### config.mk
export PLATFORM = sky130hd
export DESIGN_NAME = condicionador_entradas
export DESIGN_NICKNAME = d
export VERILOG_FILES = /design/src/rtl/condicionador_entradas.sv
export SDC_FILE = /design/constraint.sdc
export NUM_CORES = 1
export LEC_CHECK = 0
export CORE_ASPECT_RATIO = 0.9
export CORE_MARGIN = 5
export CORE_UTILIZATION = 35
export DETAILED_ROUTE_END_ITERATION = 7
export PLACE_DENSITY = 0.57
export RECOVER_POWER = 50
export SLEW_MARGIN = 30
export SYNTH_ARGS = -nofsm -noshare
export SYNTH_HDL_FRONTEND = slang
export SYNTH_SLANG_ARGS = --single-unit
### constraint.sdc
create_clock -name clock -period 2 [get_ports clock]
set_input_delay 0.5 -clock clock [delete_from_list [all_inputs] [get_ports clock]]
set_output_delay 0.5 -clock clock [all_outputs]
set_load 0.02 [all_outputs]
### src/rtl/condicionador_entradas.sv
// Input conditioning for the gate controller: per-channel two-flop synchronizer,
// debounce counter and registered one-cycle edge pulses, plus a sticky settling flag.
module condicionador_entradas #(
    parameter int N_CANAIS        = 4,
    parameter int DEBOUNCE_CICLOS = 16
) (
    input  logic                clock,
    input  logic                reset,
    input  logic [N_CANAIS-1:0] bruto,
    output logic [N_CANAIS-1:0] estavel,
    output logic [N_CANAIS-1:0] subida,
    output logic [N_CANAIS-1:0] descida,
    output logic                valido
);

    localparam int CW = (DEBOUNCE_CICLOS > 2) ? $clog2(DEBOUNCE_CICLOS) : 1;
    localparam int SW = $clog2(DEBOUNCE_CICLOS + 2);
    localparam logic [CW-1:0] CNT_MAX    = CW'(DEBOUNCE_CICLOS - 1);
    localparam logic [SW-1:0] SETTLE_MAX = SW'(DEBOUNCE_CICLOS + 1);

    logic [N_CANAIS-1:0]         s1_q, s1_d;
    logic [N_CANAIS-1:0]         s2_q, s2_d;
    logic [N_CANAIS-1:0][CW-1:0] cnt_q, cnt_d;
    logic [N_CANAIS-1:0]         estavel_q, estavel_d;
    logic [N_CANAIS-1:0]         subida_q, subida_d;
    logic [N_CANAIS-1:0]         descida_q, descida_d;
    logic [SW-1:0]               settle_q, settle_d;
    logic                        valido_q, valido_d;

    // Next-state: synchronizer shift, per-channel debounce qualification, settling count
    always_comb begin
        s1_d      = bruto;
        s2_d      = s1_q;
        cnt_d     = cnt_q;
        estavel_d = estavel_q;
        subida_d  = {N_CANAIS{1'b0}};
        descida_d = {N_CANAIS{1'b0}};
        for (int i = 0; i < N_CANAIS; i++) begin
            if (s2_q[i] == estavel_q[i]) begin
                // Any agreement discards a partial count, so glitches never accumulate
                cnt_d[i] = {CW{1'b0}};
            end else if (cnt_q[i] == CNT_MAX) begin
                cnt_d[i]     = {CW{1'b0}};
                estavel_d[i] = s2_q[i];
                subida_d[i]  = s2_q[i];
                descida_d[i] = ~s2_q[i];
            end else begin
                cnt_d[i] = cnt_q[i] + CW'(1);
            end
        end

        if (valido_q) begin
            settle_d = settle_q;
            valido_d = 1'b1;
        end else begin
            settle_d = settle_q + SW'(1);
            valido_d = (settle_q == SETTLE_MAX);
        end
    end

    // State registers, all cleared asynchronously by reset
    always_ff @(posedge clock or posedge reset) begin
        if (reset) begin
            s1_q      <= {N_CANAIS{1'b0}};
            s2_q      <= {N_CANAIS{1'b0}};
            cnt_q     <= '0;
            estavel_q <= {N_CANAIS{1'b0}};
            subida_q  <= {N_CANAIS{1'b0}};
            descida_q <= {N_CANAIS{1'b0}};
            settle_q  <= {SW{1'b0}};
            valido_q  <= 1'b0;
        end else begin
            s1_q      <= s1_d;
            s2_q      <= s2_d;
            cnt_q     <= cnt_d;
            estavel_q <= estavel_d;
            subida_q  <= subida_d;
            descida_q <= descida_d;
            settle_q  <= settle_d;
            valido_q  <= valido_d;
        end
    end

    assign estavel = estavel_q;
    assign subida  = subida_q;
    assign descida = descida_q;
    assign valido  = valido_q;

endmodule
## Word level (Yosys, flattened, before mapping)

Index checks and enable logic that the tools add are counted.

- Register bits after elaboration: 42
- Bits in latches: 0
- Bits in writable memories: 0
- Memory bits (read-only): 0
- Word-level logic and storage cells: 65
- Memories kept: 0

- $add $sub $neg: 5
- Multipliers: 0
- Div/mod/pow operators: 0
- Order comparisons: 0
- Eq/ne operators: 9
- Shift operators: 0
- Multiplexer cells: 25
- Bitwise operators: 8
- Reductions and logical operators: 4

Operators by type and width:

| cell | count |
|---|---|
| two-way mux 4 bit | 8 |
| two-way mux 1 bit | 17 |
| adder 4 x 1 -> 4 bit, second input constant | 4 |
| equality test 4 bit, second input constant | 4 |
| inverter 1 bit | 8 |
| AND reduction 2 bit | 4 |
| adder 5 x 1 -> 5 bit, second input constant | 1 |
| equality test 5 bit, second input constant | 1 |
| equality test 1 bit | 4 |

## Logic depth before layout (Yosys ltp)

Gate-level depths: netlist of the first run.

- Depth in word-level cells: 3
- Depth in mapped cells: 4
- Depth with buffers taken out: 4

## Least setup slack after synthesis of the first run

No wires, ideal clock.

- Path kind: reg2reg
- Start point: register cnt_q[0] (netlist bit)
- End point: register estavel_q[0] (netlist: estavel[0])
- Library setup time: 0.125 ns
- Data arrival time: 1.029 ns
- Required time: 1.875 ns
- Slack: 0.846 ns
- Cell stages (with the launch flop): 4
- Buffers on the path: 0
- Clock period less this slack: 1.154 ns
- Cell sequence: dfrtp_1 ha_1 nand3_2 mux2_4

- Cells in the longest elaborated chain, start to end: 2

Ends and longest elaborated chain:

| what | line | text |
|---|---|---|
| start: declaration | 23 | `logic [N_CANAIS-1:0][CW-1:0] cnt_q, cnt_d;` |
| start signal: assignment | 75 | `cnt_q <= cnt_d;` |
| equality test 4 bit | 42 | `end else if (cnt_q[i] == CNT_MAX) begin` |
| AND reduction 2 bit (no source line) | - |  |
| end signal: assignment | 67 | `estavel_q <= {N_CANAIS{1'b0}};` |
| end signal: assignment | 76 | `estavel_q <= estavel_d;` |
| end: declaration | 24 | `logic [N_CANAIS-1:0] estavel_q, estavel_d;` |

Every way passes these cells.
A chain may end at the register's enable or synchronous reset.

## Final worst setup path of the first run

- Start point: register valido_q (netlist: valido)
- End point: output valido

RTL lines:

| what | line | text |
|---|---|---|
| start: declaration | 28 | `logic valido_q, valido_d;` |
| start signal: assignment | 80 | `valido_q <= valido_d;` |
| end: declaration | 13 | `output logic valido` |

No word-level cell between the ends.

==> flow_summary_export.csv, run 1 <==
group,metric,value,unit
outcome,status,"complete, no violations",
clock_tree,clk_pin_slew,0.07,ns
die,fp.dieH,74.6,µm
clock_tree,clkLatencyLatePin,0.29,ns
sta,fmax,529,MHz
placement,io_buffer_count,18,
clock_tree,cts_buffers,5,
drt,dr.pass1.iters,4,
synth,yosysUniqueCellTypes,19,
pwr,leakage,0.866,nW
worst_setup_path,cp_slowest_stage_delay,0.65,ns
drt,routed_wl,2570,µm
synth,synth_seq_area_share,64.9,%
placement,hpwl,1830,µm
drt,remaining_drc_errors,0,
worst_setup_path,slowest_stage,"clkdlybuf4s50_1",
sta,finClkSkew,0.00629,ns
worst_setup_path,critical_path.max_fanout,6,
final_layout,fin_cells,204,
die,rows,23,
worst_setup_path,worstSetupEndpointType,"output pin",
synth,synth_top_area_share,64.9,%
worst_setup_path,critPathKind,"reg2out",
global_route,grt_max_degree,43,
sta,setup_tns,0,ns
die,die_x,81.7,µm
clock_tree,clk_root_buffer_cell,"clkbuf_8",
synth,synth_top_family_by_area,"simple AND/OR/NAND/NOR gates",
die,io_pins,19,
worst_setup_path,start_kind,"flip-flop",
global_route,grt_pass1_wl,4330,µm
synth,syn_nets,127,
worst_setup_path,crit_required,1.50,ns
final_layout,drive_above_1_share,12.7,%
global_route,grt_overflow_total,0,
sta,min_period,1.89,ns
synth,synth_compound_area_share,5.25,%
synth,avgSynthCellArea,14.1,µm²
clock_tree,clock_tree.htree_level_count,2,
synth,synth_seq_cells,42,
drt,viasPerCell,4.58,
drt,via_count,935,
synth,yosys.area_share.adder,4.63,%
sta,slew_headroom,33.0,%
synth,synthTopCellsByArea,"dfrtp_1 (65%), xnor2_1 (6.5%), nor3b_1 (5.1%), ha_1 (4.6%), mux2_4 (3.7%)",
die,dieArea,6090,µm²
clock_tree,cts_resized,0,
synth,muxShareOfSynthArea,4.32,%
synth,synth_xor_area_share,6.49,%
pwr,ir_drop,0.000259,V
synth,ys_warn_count,0,
pwr,powerDensity,816,nW/µm²
clock_tree,post_cts_buffers,0,
worst_setup_path,path_delay_family,"buffers and inverters",
worst_setup_path,crit_chain,"clkdlybuf4s50_1",
final_layout,nets,153,
drt,wl_per_cell,12.6,µm
placement,placed_cells,196,
sta,post-route-period-util,94.6,%
final_layout,antenna_cells,0,
sta,setup_viol,0,
worst_setup_path,crit_arrival,1.39,ns
die,core-area,4460,µm²
clock_tree,cts_tree,"yes",
synth,synth_top_area_cell,"dfrtp_1",
global_route,antenna_found_initial,0,
placement,place_congestion,0.700,
global_route,grt_usage,9.50,%
clock_tree,clock_sinks,42,
synth,netlist_area,1620,µm²
clock_tree,ctsHoldBuffers,0,
synth,syn_inst,115,
worst_setup_path,path_buf_inv,1,
clock_tree,cts_max_path_buffers,2,
hold_path,hold_class,"reg2reg",
drt,drt.antenna.violating_nets,0,
sta,max_slew.worst_pin.slew,1.00,ns
sta,finalHoldViolations,0,
final_layout,area_delta_synth_final,22.9,%
synth,yosys.area_share.simple,13.3,%
die,start_util,36.3,%
sta,rsz0062_at_grt,"false",
global_route,first_global_vias,978,
run,cap_viol_max_count,0,
sta,fin_ws,0.108,ns
drt,drtIter0Drc,75,
placement,place_ws,0.423,ns
sta,final_max_slew_viol_count,0,
-- cell families after synthesis --
logic type               after synthesis
AO/OA/AOI/OAI                         14
XOR/XNOR                              12
adder cells (fa/ha/maj)                6
buffers and inverters                  5
flip-flops                            42
multiplexers                           5
AND/OR/NAND/NOR                       31
-- placed cells by master (no fill, tap or decap), types with 2 or more instances in the layout --
cell type,count
dfrtp_1,42
clkdlybuf4s50_1,13
xnor2_1,12
nor3b_1,11
a21oi_1,6
ha_1,6
inv_1,5
nor2b_1,5
nor2_1,5
clkbuf_8,5
dlygate4sd3_1,5
nand3_2,4
mux2_4,4
nand4b_1,3
o21ai_0,3
nand3_1,2
a311oi_1,2
clkinv_2,2
-- registers in the layout (all words and copies together), names as in the netlist --
name      cells
cnt_q        16
settle_q      5
descida       4
estavel       4
s1_q          4
s2_q          4
subida        4
valido        1
-- final cells by class --
| class | instances | area, µm² |
|---|---|---|
| fillers | 398 | 2470 |
| flip-flops and latches | 42 | 1050 |
| multi-input cells | 68 | 551 |
| repair buffers | 19 | 185 |
| well taps | 62 | 77.6 |
| clock buffers | 5 | 68.8 |
| clock inverters | 3 | 40.0 |
| inverters | 5 | 18.8 |
-- where the power goes --
group          internal [mW]  switching [mW]  total, mW
clock network          0.367           0.279      0.647
registers              0.876          0.0271      0.903
logic                 0.0350          0.0393     0.0743
-- synth_stat cells --
library cell and count:
a21o_1 1, a21oi_1 6, a311oi_1 2, a31o_2 1
a31oi_1 1, dfrtp_1 42, ha_1 6, inv_1 5
mux2_4 4, mux2i_1 1, nand2b_1 1, nand3_1 2
nand3_2 4, nand4b_1 3, nor2_1 5, nor2b_1 5
nor3b_1 11, o21ai_0 3, xnor2_1 12
-- layer usage --
metal  vias to the layer above  share of wire, %  global-route usage [%]
li1                        445                 -                       -
met1                       468                43                    11.2
met2                        17                50                    15.2
met3                         5               5.6                    4.72
met4                         0               1.4                    3.32
met5                         -                 0                       0
-- metrics by stage --
stage | total power [mW] | hold WS, ns | util [%] | area (µm²)
6_report | 1.62 | 0.350 | 44.7 | 1990
5_1_grt | 1.70 | 0.364 | 44.7 | 1990
4_1_cts | 1.66 | 0.353 | 45.0 | 2010
3_5_place_dp | 1.00 | 0.335 | 42.6 | 1900
3_3_place_gp | 0.994 | 0.332 | 42.6 | 1900
2_1_floorplan | 0.968 | 0.331 | - | 1620
-- worst paths after layout --
| check | from | endpoint | slack (ns) | depth (start not counted) |
|---|---|---|---|---|
| max reg2reg | cnt_q[0]$_DFF_PP0_ | estavel[0]$_DFFE_PP0P_ | 0.76 | 3 |
| min reg2reg | s1_q[3]$_DFF_PP0_ | s2_q[3]$_DFF_PP0_ | 0.35 | 0 |
| max in group asynchronous | reset | descida[2]$_DFF_PP0_ | 0.43 | 3 |
| max | valido$_DFF_PP0_ | valido | 0.11 | 1 |
| min in group asynchronous | reset | cnt_q[12]$_DFF_PP0_ | 0.96 | 3 |
| min | s1_q[3]$_DFF_PP0_ | s2_q[3]$_DFF_PP0_ | 0.35 | 0 |
(Power assumes the default switching activity.)
==> inputs of run 2 (changes only) <==
--- a/config.mk
+++ b/config.mk
@@ -6,9 +6,10 @@
 export NUM_CORES = 1
 export LEC_CHECK = 0
 export CORE_ASPECT_RATIO = 0.9
-export CORE_MARGIN = 5
+export CORE_MARGIN = 1
 export CORE_UTILIZATION = 35
 export DETAILED_ROUTE_END_ITERATION = 7
+export HOLD_SLACK_MARGIN = 0.1
 export PLACE_DENSITY = 0.57
 export RECOVER_POWER = 50
 export SLEW_MARGIN = 30
==> flow_summary_export.csv, run 2 (synthesis results as in run 1) <==
group,metric,value,unit
sta,slew_headroom,34.1,%
final_layout,drive_above_1_share,11.3,%
drt,via_count,936,
pwr,powerDensity,874,nW/µm²
worst_setup_path,crit_chain,"clkdlybuf4s50_1",
sta,min_period,1.87,ns
hold_path,hold_class,"reg2reg",
placement,io_buffer_count,18,
global_route,grt_max_degree,43,
global_route,grt_usage,11.6,%
drt,drt.antenna.violating_nets,0,
worst_setup_path,start_kind,"flip-flop",
sta,fin_ws,0.128,ns
drt,remaining_drc_errors,0,
pwr,ir_drop,0.000468,V
sta,finalHoldViolations,0,
placement,hpwl,1740,µm
sta,finClkSkew,0.00713,ns
drt,dr.pass1.iters,4,
final_layout,reg_top3,"cnt_q x16, settle_q x5",
sta,max_slew.worst_pin.slew,0.989,ns
final_layout,area_delta_synth_final,24.1,%
die,rows,23,
die,io_pins,19,
sta,rsz0062_at_grt,"false",
die,fp.dieH,66.6,µm
clock_tree,cts_tree,"yes",
global_route,grt_pass1_wl,4220,µm
worst_setup_path,slowest_stage,"clkdlybuf4s50_1",
worst_setup_path,crit_required,1.50,ns
pwr,leakage,0.877,nW
clock_tree,cts_buffers,5,
final_layout,regMostFlops,"cnt_q",
sta,post-route-period-util,93.6,%
sta,setup_viol,0,
clock_tree,cts_max_path_buffers,2,
global_route,grt_overflow_total,0,
final_layout,num-fill-cells,397,
global_route,first_global_vias,928,
die,start_util,36.3,%
die,core-area,4460,µm²
worst_setup_path,path_delay_family,"buffers and inverters",
clock_tree,clk_root_buffer_cell,"clkbuf_8",
sta,fmax,534,MHz
sta,final_max_slew_viol_count,0,
drt,routed_wl,2460,µm
global_route,antenna_found_initial,0,
run,cap_viol_max_count,0,
die,die_x,73.7,µm
placement,place_congestion,0.673,
final_layout,final_cell_mix,"dfrtp_1 (42), clkdlybuf4s50_1 (13), xnor2_1 (12)",
clock_tree,post_cts_buffers,0,
clock_tree,clkLatencyLatePin,0.29,ns
sta,setup_tns,0,ns
worst_setup_path,path_buf_inv,1,
placement,place_ws,0.436,ns
drt,wl_per_cell,12.0,µm
worst_setup_path,critical_path.max_fanout,6,
worst_setup_path,cp_slowest_stage_delay,0.64,ns
clock_tree,clk_pin_slew,0.08,ns
final_layout,final_common_cell,"dfrtp_1",
worst_setup_path,worstSetupEndpointType,"output pin",
clock_tree,clock_tree.htree_level_count,2,
clock_tree,cts_resized,0,
final_layout,largest_reg_flops,16,
final_layout,nets,153,
worst_setup_path,critPathKind,"reg2out",
clock_tree,clock_sinks,42,
final_layout,antenna_cells,0,
worst_setup_path,crit_arrival,1.37,ns
outcome,status,"complete, no violations",
clock_tree,ctsHoldBuffers,0,
pwr,total_power,1.76,mW
drt,drtIter0Drc,28,
die,dieArea,4910,µm²
drt,viasPerCell,4.59,
-- run 2: changes by cell type in the layout (fill, tap and decap cells not counted), sizes merged --
cell | before | now
bufinv | 1 | 2
clkinv | 2 | 1
-- run 2: final cells by class --
cell class | instances | area (µm²) | share of cell area (%)
sequential | 42 | 1050 | 52.3
inverter | 5 | 18.8 | 0.933
clock inverter | 3 | 68.8 | 3.42
timing repair buffer | 19 | 185 | 9.21
clock buffer | 5 | 68.8 | 3.42
multi-input combinational | 68 | 541 | 26.9
tap | 62 | 77.6 | 3.86
-- run 2: path summary, 6_finish.rpt --
path                                    start                      to  slack (ns)  cells after the start
hold reg to reg             s1_q[3]$_DFF_PP0_       s2_q[3]$_DFF_PP0_        0.35                      0
min in group asynchronous               reset     cnt_q[15]$_DFF_PP0_        0.97                      3
setup / recovery             valido$_DFF_PP0_                  valido        0.13                      1
hold / removal              s1_q[3]$_DFF_PP0_       s2_q[3]$_DFF_PP0_        0.35                      0
setup reg to reg           cnt_q[4]$_DFF_PP0_  estavel[1]$_DFFE_PP0P_        0.72                      3
max in group asynchronous               reset        valido$_DFF_PP0_        0.42                      3
-- run 2: metrics by stage --
stage | hold WS (ns) | cells | utilization, % | area, µm²
6_report | 0.353 | 204 | 45.1 | 2010
4_1_cts | 0.351 | 204 | 45.4 | 2020
5_1_grt | 0.354 | 204 | 45.1 | 2010
2_1_floorplan | 0.331 | 115 | - | 1620
3_3_place_gp | 0.333 | 196 | 42.3 | 1890
3_5_place_dp | 0.335 | 196 | 42.3 | 1890
-- run 2: report_power, final --
group,internal [mW],switching [mW]
Sequential,0.876,0.0272
Combinational,0.0346,0.0379
Clock,0.500,0.280
Total,1.41,0.346
-- run 2: layer usage --
metal / global-route usage (%) / part of all wire (%) / wire length (µm)
met1: 14.5 / 47 / 1150
met2: 18.3 / 47 / 1160
met3: 4.24 / 5.4 / 133
met4: 4.33 / 0.57 / 14
met5: 0 / 0 / 0
